**config.mk**
```make
export PLATFORM = sky130hd
export DESIGN_NAME = if_fetch_unit
export DESIGN_NICKNAME = d
export VERILOG_FILES = /design/src/rtl/if_pkg.sv /design/src/rtl/if_hold_buffer.sv /design/src/rtl/if_fetch_unit.sv
export SDC_FILE = /design/constraint.sdc
export NUM_CORES = 1
export LEC_CHECK = 0
export ABC_AREA = 1
export CAP_MARGIN = 20
export CORE_ASPECT_RATIO = 0.6
export CORE_MARGIN = 1
export CORE_UTILIZATION = 56
export CTS_BUF_LIST = sky130_fd_sc_hd__clkbuf_16
export DETAILED_ROUTE_END_ITERATION = 7
export PLACE_DENSITY = 0.87
export REMOVE_ABC_BUFFERS = 1
export SYNTH_ARGS = -nofsm -noshare
export SYNTH_HDL_FRONTEND = slang
export SYNTH_HIERARCHICAL = 1
export SYNTH_SLANG_ARGS = --single-unit
```
**constraint.sdc**
```tcl
create_clock -name clk -period 3.8 [get_ports clk]
set_input_delay 0.95 -clock clk [delete_from_list [all_inputs] [get_ports clk]]
set_output_delay 0.95 -clock clk [all_outputs]
set_load 0.01 [all_outputs]
```
**src/rtl/if_pkg.sv**
```systemverilog
// Shared definitions for the instruction-fetch front end and the IF/ID register.
//   fetch_state_e       : fetch controller states
//   RESET_PC_DEFAULT    : architectural PC after reset
//   BUBBLE_INST_DEFAULT : instruction word presented when no real fetch is valid
package if_pkg;

  typedef enum logic [1:0] {
    FETCH = 2'd0,  // request outstanding to imem, waiting for gnt
    WAIT  = 2'd1,  // granted, waiting for rvalid
    HOLD  = 2'd2,  // response parked in the hold buffer while IF/ID stalls
    DROP  = 2'd3   // response still owed for a redirected-away fetch
  } fetch_state_e;

  localparam logic [31:0] RESET_PC_DEFAULT    = 32'h0040_0000;
  localparam logic [31:0] BUBBLE_INST_DEFAULT = 32'h1111_1111;

endpackage

```
**src/rtl/if_hold_buffer.sv**
```systemverilog
// One-entry pc/instruction buffer that parks a fetch response while IF/ID stalls.
//   clk, rst        : clock, synchronous active-high reset
//   clear           : drop the stored entry
//   load            : capture pc_in/inst_in (clear wins if both are set)
//   pc_in, inst_in  : entry to store
//   pc, inst        : stored entry
module if_hold_buffer
  import if_pkg::*;
(
  input  logic        clk,
  input  logic        rst,
  input  logic        clear,
  input  logic        load,
  input  logic [31:0] pc_in,
  input  logic [31:0] inst_in,
  output logic [31:0] pc,
  output logic [31:0] inst
);

  logic [31:0] pc_q, inst_q;

  always_ff @(posedge clk) begin
    if (rst || clear) begin
      pc_q   <= '0;
      inst_q <= BUBBLE_INST_DEFAULT;
    end else if (load) begin
      pc_q   <= pc_in;
      inst_q <= inst_in;
    end
  end

  assign pc   = pc_q;
  assign inst = inst_q;

endmodule

```
**src/rtl/if_fetch_unit.sv**
```systemverilog
// Instruction-fetch front end: owns the PC, issues single-outstanding imem requests
// and drives the pc/pc+4/instruction inputs of the IF/ID register.
//   clk, rst                    : clock, synchronous active-high reset
//   stage1_rewrite              : IF/ID stall; presented outputs hold
//   redirect_valid, redirect_pc : taken branch/jump (also flushes IF/ID)
//   imem_req, imem_addr         : fetch request, held until imem_gnt
//   imem_gnt, imem_rvalid, imem_rdata : memory handshake and response
//   pc_out, pc_add4_out, inst_out, if_valid : registered IF/ID inputs
module if_fetch_unit
  import if_pkg::*;
#(
  parameter logic [31:0] RESET_PC    = RESET_PC_DEFAULT,
  parameter logic [31:0] BUBBLE_INST = BUBBLE_INST_DEFAULT
) (
  input  logic        clk,
  input  logic        rst,
  input  logic        stage1_rewrite,
  input  logic        redirect_valid,
  input  logic [31:0] redirect_pc,
  output logic        imem_req,
  output logic [31:0] imem_addr,
  input  logic        imem_gnt,
  input  logic        imem_rvalid,
  input  logic [31:0] imem_rdata,
  output logic [31:0] pc_out,
  output logic [31:0] pc_add4_out,
  output logic [31:0] inst_out,
  output logic        if_valid
);

  fetch_state_e state_q, state_d;
  logic [31:0]  pc_q, pc_d;
  logic [31:0]  pc_out_q, pc_out_d, pc_add4_q, pc_add4_d, inst_q, inst_d;
  logic         valid_q, valid_d;

  logic         present;
  logic [31:0]  present_pc, present_inst;
  logic         buf_load, buf_clear;
  logic [31:0]  buf_pc, buf_inst;
  logic [31:0]  redirect_target;
  logic         unused_redirect_lsbs;

  assign redirect_target      = {redirect_pc[31:2], 2'b00};
  assign unused_redirect_lsbs = ^redirect_pc[1:0];

  if_hold_buffer u_hold_buffer (
    .clk     (clk),
    .rst     (rst),
    .clear   (buf_clear),
    .load    (buf_load),
    .pc_in   (pc_q),
    .inst_in (imem_rdata),
    .pc      (buf_pc),
    .inst    (buf_inst)
  );

  // State register, PC and IF/ID-facing output registers.
  always_ff @(posedge clk) begin
    if (rst) begin
      state_q   <= FETCH;
      pc_q      <= RESET_PC;
      pc_out_q  <= RESET_PC;
      pc_add4_q <= '0;
      inst_q    <= BUBBLE_INST;
      valid_q   <= 1'b0;
    end else begin
      state_q   <= state_d;
      pc_q      <= pc_d;
      pc_out_q  <= pc_out_d;
      pc_add4_q <= pc_add4_d;
      inst_q    <= inst_d;
      valid_q   <= valid_d;
    end
  end

  // Next-state, next-PC and "instruction to present this cycle".
  always_comb begin
    state_d      = state_q;
    pc_d         = pc_q;
    present      = 1'b0;
    present_pc   = pc_q;
    present_inst = imem_rdata;
    buf_load     = 1'b0;
    buf_clear    = 1'b0;
    if (redirect_valid) begin
      pc_d = redirect_target;
      unique case (state_q)
        FETCH: state_d = imem_gnt ? DROP : FETCH;
        WAIT:  state_d = imem_rvalid ? FETCH : DROP;
        HOLD: begin
          state_d   = FETCH;
          buf_clear = 1'b1;
        end
        // A response landing on the redirect edge settles the owed beat.
        DROP:  state_d = imem_rvalid ? FETCH : DROP;
        default: state_d = FETCH;
      endcase
    end else begin
      unique case (state_q)
        FETCH: if (imem_gnt) state_d = WAIT;
        WAIT: begin
          if (imem_rvalid) begin
            if (stage1_rewrite) begin
              buf_load = 1'b1;
              state_d  = HOLD;
            end else begin
              present = 1'b1;
              pc_d    = pc_q + 32'd4;
              state_d = FETCH;
            end
          end
        end
        HOLD: begin
          if (!stage1_rewrite) begin
            present      = 1'b1;
            present_pc   = buf_pc;
            present_inst = buf_inst;
            pc_d         = pc_q + 32'd4;
            state_d      = FETCH;
          end
        end
        DROP: if (imem_rvalid) state_d = FETCH;
        default: state_d = FETCH;
      endcase
    end
  end

  // IF/ID output registers: redirect flushes, stall holds, otherwise load or bubble.
  always_comb begin
    pc_out_d  = pc_out_q;
    pc_add4_d = pc_add4_q;
    inst_d    = inst_q;
    valid_d   = valid_q;
    if (redirect_valid || (!stage1_rewrite && !present)) begin
      pc_out_d  = RESET_PC;
      pc_add4_d = '0;
      inst_d    = BUBBLE_INST;
      valid_d   = 1'b0;
    end else if (!stage1_rewrite) begin
      pc_out_d  = present_pc;
      pc_add4_d = present_pc + 32'd4;
      inst_d    = present_inst;
      valid_d   = 1'b1;
    end
  end

  // Request is gated by rst so it reads low during the reset cycle itself.
  always_comb begin
    imem_req  = (state_q == FETCH) && !rst;
    imem_addr = pc_q;
  end

  assign pc_out      = pc_out_q;
  assign pc_add4_out = pc_add4_q;
  assign inst_out    = inst_q;
  assign if_valid    = valid_q;

endmodule

```
After elaboration in Yosys (flattened, before gate mapping)
Index checks and enable logic that the tools add are counted.
{ "word_totals": {"mem_bits_rw": 0, "mem_count": 0, "rom_bits": 0, "latchBits": 0, "in_bits": 70, "reg_bits": 195} }
{ "op_classes": {"mux": 29, "n_reduce_logical": 16, "magnitude_cmp": 0, "n_addsub": 2, "multipliers": 0, "n_eq_ne": 8, "bitwise_logic": 0, "div_mod_pow": 0, "n_shift": 0} }
{ "ops": {"columns": ["cell", "count"], "rows": [
  ["$mux W32", 8],
  ["$add A32 B3 Y32 const B", 2],
  ["$pmux W32 S2", 1],
  ["$mux W2", 8],
  ["$ne A3 B3 Y1 const B", 4],
  ["$mux W1", 9],
  ["$pmux W2 S4", 1],
  ["$pmux W2 S3", 1],
  ["$reduce_or A2 Y1", 3],
  ["$eq A2 B2 Y1 const B", 2],
  ["$reduce_and A2 Y1", 2],
  ["$reduce_and A4 Y1", 1],
  ["$logic_not A1 Y1", 3],
  ["$reduce_bool A3 Y1", 1],
  ["$eq A2 B1 Y1 const B", 1],
  ["$logic_and A1 B1 Y1", 2],
  ["$logic_not A2 Y1", 1],
  ["$logic_or A1 B1 Y1", 2],
  ["$ne A2 B2 Y1 const B", 1],
  ["$pmux W1 S2", 1],
  ["$reduce_bool A2 Y1", 1]
]} }

Longest topological paths before layout
Gate-level depths: netlist of run 1.
{ "depth": {"ltp_word": 8, "mapped_depth": 17, "mapped_depth_nobuf": 16} }

By module
Netlist of run 1, hierarchy kept.
{ "modules_own_cells": {"columns": ["mod", "cells_each", "area_each_um2", "instances"], "rows": [
  ["if_fetch_unit", 1216, 7413.4, 1],
  ["if_hold_buffer", 389, 2560.0, 1]
]} }

Least setup slack after synthesis of run 1
OpenSTA, ideal clock, no wires.
{ "synth_path": {"path_kind": "input port to flip-flop", "startpoint": "input port redirect_valid", "endpoint": "register pc_add4_q[24], in the netlist pc_add4_out[24]", "setup_time_ns": 0.115, "setup_slack_ns": 1.083, "arrival_ns": 2.602, "stages": 15, "required_ns": 3.685, "n_path_buf": 2, "cell_sequence": "buf_6 inv_6 nand2_2 nor2_4 buf_6 nand2_1 o21ai_2 ha_1 nand2_1 nor2_2 nand2_2 nor2_4 nand3b_1 a21oi_1 nor2_1"} }
{ "synth_between": {"elab_cells_between_ends": 7, "classes_between": "add/sub: 1; mux: 2; reduce/logical: 4"} }
{ "synth_rtl": {"columns": ["item", "line", "text"], "rows": [
  ["from (decl)", "if_fetch_unit.sv:18", "input logic redirect_valid,"],
  ["$mux W32", "if_fetch_unit.sv:85", "if (redirect_valid) begin"],
  ["via present_pc[2]", "if_fetch_unit.sv:37", "logic [31:0] present_pc, present_inst;"],
  ["$add A32 B3 Y32", "if_fetch_unit.sv:141", "pc_add4_d = present_pc + 32'd4;"],
  ["to (signal assigned)", "if_fetch_unit.sv:70", "pc_add4_q <= pc_add4_d;"],
  ["to (decl)", "if_fetch_unit.sv:33", "logic [31:0] pc_out_q, pc_out_d, pc_add4_q, pc_add4_d, inst_q, inst_d;"]
]} }
The timed path passes the listed nets, and every way through them passes these cells.
A chain may end at the register's enable or synchronous reset.

Worst setup path in the final report of run 1
{ "layout_path": {"startpoint": "input port redirect_valid", "endpoint": "register pc_add4_q[31], in the netlist pc_add4_out[31]"} }
{ "layout_between": {"elab_chain_len": 5, "elab_cells_between_ends": 7, "classes_between": "add/sub: 1; mux: 2; reduce/logical: 4"} }
{ "layout_rtl": {"columns": ["item"], "rows": [
  ["parallel branches: the longest is 5 deep, another holds $add A32 B3 Y32"]
]} }
Parallel ways; which one is timed is not known.

==> results of run 1 <==
[worst min-delay path by stage]
stage	from	end	slack (ns)	cells after the start
2_1_floorplan	u_hold_buffer/inst[0]	u_hold_buffer/inst[0]	0.43	2
3_3_place_gp	u_hold_buffer/inst[20]	u_hold_buffer/inst[20]	0.44	2
3_5_place_dp	u_hold_buffer/inst[16]	u_hold_buffer/inst[16]	0.44	2
4_1_cts	u_hold_buffer/inst[16]	u_hold_buffer/inst[16]	0.46	2
5_1_grt	u_hold_buffer/inst[17]	u_hold_buffer/inst[17]	0.49	2
6_report	u_hold_buffer/inst[0]	u_hold_buffer/inst[0]	0.47	2
[power groups by stage]
stage,logic [uW],clock network [uW],registers [uW]
detailed placement,753,0,2200
global route,850,1840,2170
floorplan,399,0,2200
CTS,759,1750,2150
global placement,735,0,2200
finish,770,1740,2160
[logic make-up after synthesis]
family	synth area share
simple gates	0.380
flops	0.383
buf+inv	0.104
compound gates	0.118
xor+xnor	0.00527
fa+ha+maj	0.00878
other cells	0.000376
[registers in the layout, summed over array words and instances (netlist names)]
signal              flops
inst_out               32
pc_out                 32
u_hold_buffer/inst     32
u_hold_buffer/pc       32
imem_addr              30
pc_add4_out            30
state_q                 2
if_valid                1
[metal layers]
metal  track usage  wire, um
met1         0.475     13400
met2         0.482     12700
met3        0.0671      3540
met4        0.0608       242
met5             0         0
[Yosys cell counts (6+ instances only)]
| library cell | n |
|---|---|
| a21oi_1 | 59 |
| xor2_1 | 6 |
| a31oi_1 | 9 |
| buf_4 | 13 |
| o21ai_0 | 106 |
| nand4_1 | 10 |
| inv_2 | 6 |
| inv_1 | 149 |
| nor2_4 | 6 |
| o211ai_1 | 16 |
| buf_2 | 21 |
| dfxtp_1 | 191 |
| nor3_1 | 25 |
| nand2_1 | 444 |
| nor2_1 | 349 |
| buf_1 | 10 |
| ha_1 | 7 |
| o21ai_1 | 16 |
| clkbuf_1 | 38 |
| nand3_1 | 80 |
[cell type report]
class | count | area [um2] | share of cell area
Timing Repair Buffer | 220 | 2180 | 0.173
Sequential cell | 191 | 3820 | 0.303
Multi-Input combinational cell | 1173 | 5140 | 0.408
Inverter | 157 | 596 | 0.0473
Tap cell | 234 | 293 | 0.0232
Clock inverter | 14 | 143 | 0.0113
Clock buffer | 17 | 425 | 0.0338
[critical path, stage by stage]
cell and delay [ns]:
clkdlybuf4s50_1 0.55, inv_6 0.19, nand2_2 0.09, nor2_4 0.18, buf_4 0.29, nand2_1 0.07
o21ai_1 0.18, nand2_1 0.15, nor2_1 0.14, nand2_1 0.09, nor2_2 0.24, nand3_1 0.18
a21oi_1 0.16, nor2_1 0.05
[stage by stage]
step / TNS, ns / utilization / area [um2] / hold slack, ns
global placement: 0 / 0.697 / 12000 / 0.439
finish: 0 / 0.730 / 12600 / 0.467
CTS: 0 / 0.730 / 12600 / 0.464
detailed placement: 0 / 0.697 / 12000 / 0.444
global route: 0 / 0.730 / 12600 / 0.489
floorplan: -124.99 / - / 9550 / 0.430
==> out/qor.log, run 1 <==
INFO  finish         layout-drive-gt1-share=0.0497
INFO  floorplanning  die-width=174um
INFO  logic_synthesis asyncSetResetFlopFracSynth=0
INFO  drt            via_count=10,900
INFO  logic_synthesis synth_sequential_area_ratio=0.383
INFO  pwr            net_load_switching_power=1410uW
INFO  setup_path     crit-reg2reg-capture=pc_add4_out[31]
INFO  logic_synthesis synth.lib_cells_used.distinct=40
INFO  drt            route.detailed.drc=0
INFO  setup_path     setup.worst_path.class=input port to flop
INFO  clock_network  cts_max_path_buffers=2
INFO  setup_path     setup.worst_path.start_class=input port
INFO  floorplanning  placement_rows=37
INFO  worst_hold_path timing.hold.worst.class=flop to flop
INFO  sta            final-max-slew-violation-count=0
INFO  sta            timing.final.setup_violations=0
INFO  finish         diodes=0
INFO  finish         layout_common_cells=nand2_1, nor2_1, clkdlybuf4s50_1
INFO  logic_synthesis syn_area_per_cell=6.21um2
INFO  sta            final_critical_path_setup_slack=0.616ns
INFO  setup_path     critical_path.startpoint=redirect_valid
INFO  setup_path     crit_required=4.13ns
INFO  logic_synthesis synth_enable_flop_cells=0
INFO  floorplanning  io_pins=200
INFO  grt            grt_pass1_wl=47,700um
INFO  pwr            internal_power=3260uW
INFO  sta            final_min_period_over_clock_period=0.838
INFO  clock_network  ctsHtreeMaxLevel=4
INFO  floorplanning  die_area=18,400um2
INFO  logic_synthesis yosys_warnings=6
INFO  placed_design  place_inst=1,975
INFO  finish         fillerInstances=1,409
INFO  pwr            share_clk_of_total_power=0.373
INFO  drt            routed_wl=29,900um
INFO  grt            globalRoute.totalOverflow=0
INFO  logic_synthesis synth-seq-cells=191
INFO  placed_design  place_hpwl=20,900um
INFO  pwr            totalPowerFinal=4670uW
INFO  pwr            power_switching_share=0.301
INFO  setup_path     timing.reg2reg.setup_slack=1.07ns
INFO  placed_design  dp_worst_setup_slack=0.258ns
INFO  finish         most_frequent_standard_cell_in_the_layout_excluding_fill_and_tap_cells=nand2_1
INFO  floorplanning  core-area=17,300um2
INFO  sta            grt_setup_unrepaired=no
INFO  clock_network  cts.clk_slew.worst_paths=0.07ns
INFO  logic_synthesis synth.cell_area=9970um2
INFO  setup_path     worst-endpoint-arrival=3.51ns
INFO  grt            grt_start_max_net_pins=76
INFO  run            maxCapViolCount=0
INFO  drt            ant_nets=0
INFO  status         status=complete, no violations
INFO  clock_network  clock_tree_from_tritoncts=built
INFO  sta            post-route-min-period=3.18ns
INFO  pwr            irDropWorstVdd=0.299mV
INFO  clock_network  ctsRootBufferMaster=clkbuf_16
INFO  setup_path     critical_path_peak_fanout=21
INFO  finish         layout-area-overhead-vs-synth=26.4%
INFO  clock_network  worstSkewPairLatency=0.43ns
INFO  drt            wl_per_cell=14.9um
INFO  finish         final_cell_count_no_fill=2,006
INFO  pwr            power.leakage=0.00520uW
INFO  sta            clock.fmax=314MHz
INFO  drt            number_of_design_rule_violations_left_by_the_first_detailed_router_iteration=1,340
INFO  pwr            combinationalPowerShare=0.165
INFO  placed_design  final_estimated_routing_congestion_in_global_placement=0.971
INFO  floorplanning  initial_core_util=0.578
INFO  drt            drt-pass1-iter-count=6
INFO  grt            grt.total_usage=0.322
INFO  setup_path     critical_path.reg2reg.startpoint=state_q[0]
INFO  setup_path     r2r_cells=14
INFO  grt            via_count_of_the_first_global_routing_pass=9,564
INFO  sta            timing.final.hold_violations=0
INFO  floorplanning  die_h=105um
INFO  drt            routed_via_density=5.42
INFO  logic_synthesis postSynthCellCount=1,605
INFO  clock_network  cts_resized=0
INFO  pwr            seq_power_share=0.462
INFO  pwr            power_per_cell_area=370nW/um2
INFO  clock_network  cts_sinks=191
INFO  logic_synthesis synth_top_cells_by_area=dfxtp_1, nand2_1, nor2_1, inv_1, o21ai_0
INFO  logic_synthesis yosysTopAreaCellShare=0.383
INFO  clock_network  numCtsBuffers=17
INFO  placed_design  port_buffers=195
INFO  setup_path     end_kind=flop
INFO  clock_network  cts.hold.buffers_added=0
INFO  logic_synthesis synth_ff_type=dfxtp_1
INFO  logic_synthesis synth_area_leader_cell=dfxtp_1
INFO  sta            slew_headroom=0.455
INFO  setup_path     cp-endpoint=pc_add4_out[31]
INFO  sta            fin_worst_skew=0.0191ns
INFO  sta            max_slew.worst_pin.slew=0.817ns
INFO  clock_network  cts_post_setup_buffers_inserted=0
INFO  grt            antenna_found_initial=0
INFO  finish         nNetsFinal=1,837
Power figures use the tool's default switching activity.
==> inputs of run 2 (changes only) <==
- CORE_UTILIZATION: 56 -> 52
- PLACE_DENSITY: 0.87 -> 0.82
- clock period: 3.8 -> 3 ns (I/O delays scaled with it)
==> out/qor.log, run 2 (synthesis results as in run 1) <==
INFO  sta            fin_worst_skew=0.0161ns [-0.00307 ns]
INFO  floorplanning  initial_core_util=0.542 [-0.0355]
INFO  drt            number_of_design_rule_violations_left_by_the_first_detailed_router_iteration=1,141 [-15%]
INFO  sta            clock.fmax=375MHz
INFO  sta            post-route-min-period=2.67ns
INFO  drt            ant_nets=0 [unchanged]
INFO  pwr            power_per_cell_area=471nW/um2 [+27%]
INFO  pwr            power.leakage=0.00544uW [+4.7%]
INFO  pwr            irDropWorstVdd=0.358mV [+20%]
INFO  drt            wl_per_cell=14.7um [-1.4%]
INFO  pwr            totalPowerFinal=6150uW [+32%]
INFO  finish         most_frequent_standard_cell_in_the_layout_excluding_fill_and_tap_cells=nand2_1
INFO  status         status=complete, no violations
INFO  worst_hold_path hold_start=pc_out[19]
INFO  clock_network  ctsRootBufferMaster=clkbuf_16
INFO  clock_network  clock_tree_from_tritoncts=built
INFO  setup_path     critPathMaxStageDelay=0.52ns [-0.03 ns]
INFO  grt            grt.total_usage=0.307 [-0.0147]
INFO  floorplanning  io_pins=200 [unchanged]
INFO  clock_network  cts_max_path_buffers=2 [unchanged]
INFO  setup_path     crit-reg2reg-capture=pc_add4_out[24]
INFO  clock_network  ctsHtreeMaxLevel=4 [unchanged]
INFO  placed_design  port_buffers=195 [unchanged]
INFO  drt            route.detailed.drc=0 [unchanged]
INFO  finish         nNetsFinal=1,878 [+2.2%]
INFO  placed_design  place_inst=2,022 [+2.4%]
INFO  run            maxCapViolCount=0 [unchanged]
INFO  sta            final_min_period_over_clock_period=0.889
INFO  floorplanning  placement_rows=38 [+2.7%]
INFO  worst_hold_path holdPathEnd=pc_out[19]
INFO  grt            antenna_found_initial=1 [+1]
INFO  drt            drt-pass1-iter-count=7 [+1]
INFO  drt            via_count=10,900 [+0.13%]
INFO  grt            via_count_of_the_first_global_routing_pass=9,623 [+0.62%]
INFO  setup_path     end_kind=flop
INFO  clock_network  cts_sinks=191 [unchanged]
INFO  floorplanning  die_area=19,800um2 [+7.6%]
INFO  finish         final_cell_count_no_fill=2,055 [+2.4%]
INFO  setup_path     timing.reg2reg.setup_slack=0.47ns [-0.60 ns]
INFO  floorplanning  die-width=181um [+3.7%]
INFO  setup_path     crit_path_cell_trace=clkdlybuf4s50_1 -> buf_4 -> nor2_4 -> buf_4 -> nand3_1 -> nand2_1 -> nand2_2 -> nor2_2 -> nand2_2 -> nor2_2 -> nand3_1 -> nand2_1 -> nand2_1 -> nor2_1
INFO  setup_path     crit_top_cell=nand2_1
INFO  placed_design  post_dp_cell_area=12,400um2 [+3.1%]
INFO  sta            max_slew.worst_pin.slew=0.853ns [+0.0358 ns]
INFO  setup_path     setup.worst_path.start_class=input port
INFO  clock_network  worstSkewPairLatency=0.44ns [about the same]
INFO  setup_path     critical_path_peak_fanout=8 [-62%]
INFO  clock_network  cts.hold.buffers_added=0 [unchanged]
INFO  drt            routed_via_density=5.30 [-2.3%]
INFO  finish         final_cell_area=13,000um2 [+3.5%]
INFO  grt            grt_pass1_wl=48,300um [+1.3%]
INFO  clock_network  cts.clk_slew.worst_paths=0.07ns [about the same]
INFO  placed_design  final_estimated_routing_congestion_in_global_placement=0.925 [-4.7%]
INFO  setup_path     r2r_cells=13 [-1]
INFO  setup_path     crit_required=3.37ns [-0.76 ns]
INFO  sta            slew_headroom=0.431 [-0.0233]
INFO  clock_network  cts_resized=0 [unchanged]
INFO  grt            globalRoute.totalOverflow=0 [unchanged]
INFO  setup_path     setup.worst_path.class=input port to flop
INFO  floorplanning  die_h=109um [+3.7%]
INFO  finish         layout-area-overhead-vs-synth=30.7%
INFO  worst_hold_path timing.hold.worst.class=flop to flop
INFO  sta            grt_setup_unrepaired=no
INFO  clock_network  cts_post_setup_buffers_inserted=0 [unchanged]
INFO  finish         layout_common_cells=nand2_1, nor2_1, clkdlybuf4s50_1
INFO  setup_path     worst-endpoint-arrival=3.03ns [-0.48 ns]
INFO  sta            timing.final.hold_violations=0 [unchanged]
INFO  placed_design  place_hpwl=21,600um [+3.1%]
INFO  clock_network  numCtsBuffers=17 [unchanged]
INFO  sta            final-max-slew-violation-count=0 [unchanged]
INFO  drt            routed_wl=30,200um [+0.97%]
INFO  floorplanning  core-area=18,400um2 [+6.6%]
INFO  finish         layout-drive-gt1-share=0.0717 [+0.0220]
INFO  grt            grt_start_max_net_pins=85 [+12%]
INFO  setup_path     critical_path.reg2reg.startpoint=state_q[0]
INFO  setup_path     critical-path-slowest-cell=clkdlybuf4s50_1
INFO  worst_hold_path min_path_cells=2 [unchanged]
INFO  sta            timing.final.setup_violations=0 [unchanged]
INFO  finish         finalCoreUtilization=0.709 [-0.0213]
-- run 2: cell types whose count changed in the layout (fill, tap and decap cells not counted), sizes merged --
cell      change
bufinv        +1
buf          +41
clkinvlp      -1
diode         +1
clkinv        +1
-- run 2: cell type report --
type                            instances  area (um2)
Antenna cell                            1        2.50
Clock buffer                           17         425
Clock inverter                         15         198
Fill cell                            1574        5360
Inverter                              157         596
Multi-Input combinational cell       1173        5140
Sequential cell                       191        3820
Tap cell                              240         300
Timing Repair Buffer                  261        2550
-- run 2: metrics by stage --
| stage | TNS, ns | hold WS [ns] | worst slack, ns |
|---|---|---|---|
| floorplan | -193.35 | 0.430 | -2.85 |
| global placement | -0.0189 | 0.439 | -0.0189 |
| detailed placement | -0.314 | 0.447 | -0.0777 |
| CTS | 0 | 0.470 | 0.367 |
| global route | 0 | 0.482 | 0.134 |
| finish | 0 | 0.467 | 0.334 |
-- run 2: metal layers --
metal	part of all wire	GRT usage	up-vias
met5	0	0	-
met4	0.0092	0.0690	0
met2	0.41	0.464	473
met3	0.10	0.0715	25
met1	0.48	0.443	4974
li1	-	-	5410
-- run 2: critical path: cells and delay by family --
kind | cells | cell delay [ns]
buffers and inverters | 3 | 0.90
AND/OR/NAND/NOR | 11 | 1.37
-- run 2: worst max path at each step --
stage | start | end | slack, ns | cells after the start
floorplan | redirect_valid | u_hold_buffer/inst[0] | -2.85 | 6
global placement | redirect_valid | pc_add4_out[24] | -0.02 | 13
detailed placement | redirect_valid | pc_add4_out[24] | -0.08 | 13
CTS | redirect_valid | pc_add4_out[31] | 0.37 | 14
global route | redirect_valid | pc_add4_out[24] | 0.13 | 13
finish | redirect_valid | pc_add4_out[31] | 0.33 | 14
-- run 2: power by group --
group,internal [uW],switching [uW]
Sequential,2620,106
Clock,1210,1180
Combinational,445,576
==> inputs of run 3 (changes only) <==
- clock period: 3 -> 2.8 ns (I/O delays scaled with it)
==> out/qor.log, run 3 (synthesis results as in run 1) <==
INFO  pwr            power_switching_share=0.277 [-0.0259]
INFO  grt            antenna_found_initial=1 [unchanged]
INFO  pwr            irDropWorstVdd=0.419mV [+17%]
INFO  sta            fin_worst_skew=0.0123ns [-0.00379 ns]
INFO  setup_path     critical-path-slowest-cell=clkdlybuf4s50_1
INFO  sta            fin_tns_setup=0ns [unchanged]
INFO  drt            drt-pass1-iter-count=5 [-2]
INFO  setup_path     critPathMaxStageDelay=0.55ns [+0.03 ns]
INFO  sta            post-route-min-period=2.48ns
INFO  sta            grt_setup_unrepaired=no
INFO  floorplanning  die_h=109um [unchanged]
INFO  clock_network  cts_max_path_buffers=2 [unchanged]
INFO  sta            clock.fmax=403MHz
INFO  finish         most_frequent_standard_cell_in_the_layout_excluding_fill_and_tap_cells=nand2_1
INFO  grt            grt_start_max_net_pins=85 [unchanged]
INFO  drt            wl_per_cell=15.1um [+2.7%]
INFO  floorplanning  initial_core_util=0.542 [unchanged]
INFO  clock_network  cts_post_setup_buffers_inserted=0 [unchanged]
INFO  finish         layout_common_cells=nand2_1, nor2_1, clkdlybuf4s50_1
INFO  clock_network  cts.clk_slew.worst_paths=0.07ns [about the same]
INFO  pwr            combinationalPowerShare=0.176 [+0.010]
INFO  pwr            power.leakage=0.00564uW [+3.6%]
INFO  sta            final-max-slew-violation-count=0 [unchanged]
INFO  grt            grt_pass1_wl=50,400um [+4.4%]
INFO  setup_path     setup.worst_path.class=input port to output pin
INFO  pwr            power_per_cell_area=501nW/um2 [+6.3%]
INFO  finish         layout-area-overhead-vs-synth=33.8%
INFO  pwr            share_clk_of_total_power=0.387 [-0.003]
INFO  clock_network  cts_sinks=191 [unchanged]
INFO  placed_design  port_buffers=195 [unchanged]
INFO  floorplanning  io_pins=200 [unchanged]
INFO  placed_design  dp_worst_setup_slack=-0.234ns [-0.157 ns]
INFO  grt            via_count_of_the_first_global_routing_pass=10,000 [+4.2%]
INFO  setup_path     critical_path_peak_fanout=2 [-6]
INFO  floorplanning  core-area=18,400um2 [unchanged]
INFO  floorplanning  placement_rows=38 [unchanged]
INFO  setup_path     setup.worst_path.start_class=input port
INFO  status         status=complete, no violations
INFO  sta            final_min_period_over_clock_period=0.886
INFO  floorplanning  die-width=181um [unchanged]
INFO  drt            routed_via_density=5.31 [+0.36%]
INFO  clock_network  ctsRootBufferMaster=clkbuf_16
INFO  grt            globalRoute.totalOverflow=0 [unchanged]
INFO  finish         fillerInstances=1,507 [-4.3%]
INFO  finish         nNetsFinal=1,917 [+2.1%]
INFO  clock_network  cts_resized=0 [unchanged]
INFO  clock_network  cts.hold.buffers_added=0 [unchanged]
INFO  pwr            seq_power_share=0.437 [-0.007]
INFO  sta            final_critical_path_setup_slack=0.320ns [-0.0142 ns]
INFO  drt            number_of_design_rule_violations_left_by_the_first_detailed_router_iteration=1,178 [+3.2%]
INFO  clock_network  numCtsBuffers=17 [unchanged]
INFO  clock_network  ctsHtreeMaxLevel=4 [unchanged]
INFO  clock_network  worstSkewPairLatency=0.44ns [about the same]
INFO  sta            slew_headroom=0.409 [-0.0224]
INFO  placed_design  place_hpwl=22,400um [+4.1%]
INFO  drt            route.detailed.drc=0 [unchanged]
INFO  pwr            internal_power=4830uW [+13%]
INFO  setup_path     crit_required=2.10ns [-1.27 ns]
INFO  run            maxCapViolCount=0 [unchanged]
INFO  finish         finalCoreUtilization=0.725 [+0.0167]
INFO  drt            via_count=11,100 [+2.3%]
INFO  drt            routed_wl=31,600um [+4.6%]
INFO  pwr            net_load_switching_power=1860uW [-0.49%]
INFO  clock_network  clock_tree_from_tritoncts=built
INFO  sta            timing.final.hold_violations=0 [unchanged]
INFO  floorplanning  die_area=19,800um2 [unchanged]
INFO  sta            timing.final.setup_violations=0 [unchanged]
INFO  setup_path     worst-endpoint-arrival=1.78ns [-1.25 ns]
INFO  sta            max_slew.worst_pin.slew=0.886ns [+0.0336 ns]
INFO  worst_hold_path timing.hold.worst.class=flop to flop
INFO  setup_path     crit_path_cell_trace=clkdlybuf4s50_1 -> nor2_1 -> clkdlybuf4s50_1
INFO  setup_path     end_kind=output pin
INFO  placed_design  final_estimated_routing_congestion_in_global_placement=0.970 [+4.8%]
INFO  grt            grt.total_usage=0.322 [+0.0146]
INFO  setup_path     crit_top_cell=clkdlybuf4s50_1
INFO  drt            ant_nets=0 [unchanged]
INFO  finish         layout-drive-gt1-share=0.0907 [+0.0190]
## run 3: power by group through the flow
stage | logic, uW | clock network [uW] | registers (uW)
after floorplan | 541 | 0 | 2990
after global placement | 1120 | 0 | 2980
after detailed placement | 1150 | 0 | 2980
after CTS | 1160 | 2620 | 2920
after global routing | 1290 | 2740 | 2930
final | 1170 | 2590 | 2920
## run 3: path summary, 6_finish.rpt
| kind | start | end | slack (ns) | cells after the start |
|---|---|---|---|---|
| setup / recovery | rst | imem_req | 0.32 | 3 |
| hold / removal | u_hold_buffer/inst[20] | u_hold_buffer/inst[20] | 0.46 | 2 |
| setup reg to reg | state_q[0] | pc_add4_out[31] | 0.32 | 15 |
| hold reg to reg | u_hold_buffer/inst[20] | u_hold_buffer/inst[20] | 0.46 | 2 |
## run 3: layout make-up
cell class / instances / area, um2 / share of cell area
well taps: 240 / 300 / 0.0225
inverters: 157 / 596 / 0.0446
diodes: 1 / 2.50 / 0.000187
clock inverters: 15 / 194 / 0.0145
clock buffers: 17 / 425 / 0.0319
flip-flops and latches: 191 / 3820 / 0.286
repair buffers: 300 / 2860 / 0.214
multi-input cells: 1173 / 5140 / 0.385
## run 3: per-stage QoR
step                      std cells  hold slack, ns  power (uW)  instance area [um2]
after global routing           2093           0.488        6960                13300
after CTS                      2093           0.466        6700                13300
final                          2094           0.463        6690                13300
after global placement         2061           0.438        4100                12700
after floorplan                1521           0.430        3530                 9550
after detailed placement       2061           0.448        4130                12700
## run 3: layer usage
layer | track usage | part of all wire | up-vias
met4 | 0.0733 | 0.010 | 0
met3 | 0.0815 | 0.10 | 29
met2 | 0.494 | 0.42 | 534
li1 | - | - | 5493
met1 | 0.453 | 0.47 | 5072
met5 | 0 | 0 | -
## run 3: worst max-delay path, delay by kind of cell
family	cells	cell delay (ns)
buffers and inverters	2	0.97
AND/OR/NAND/NOR	1	0.11
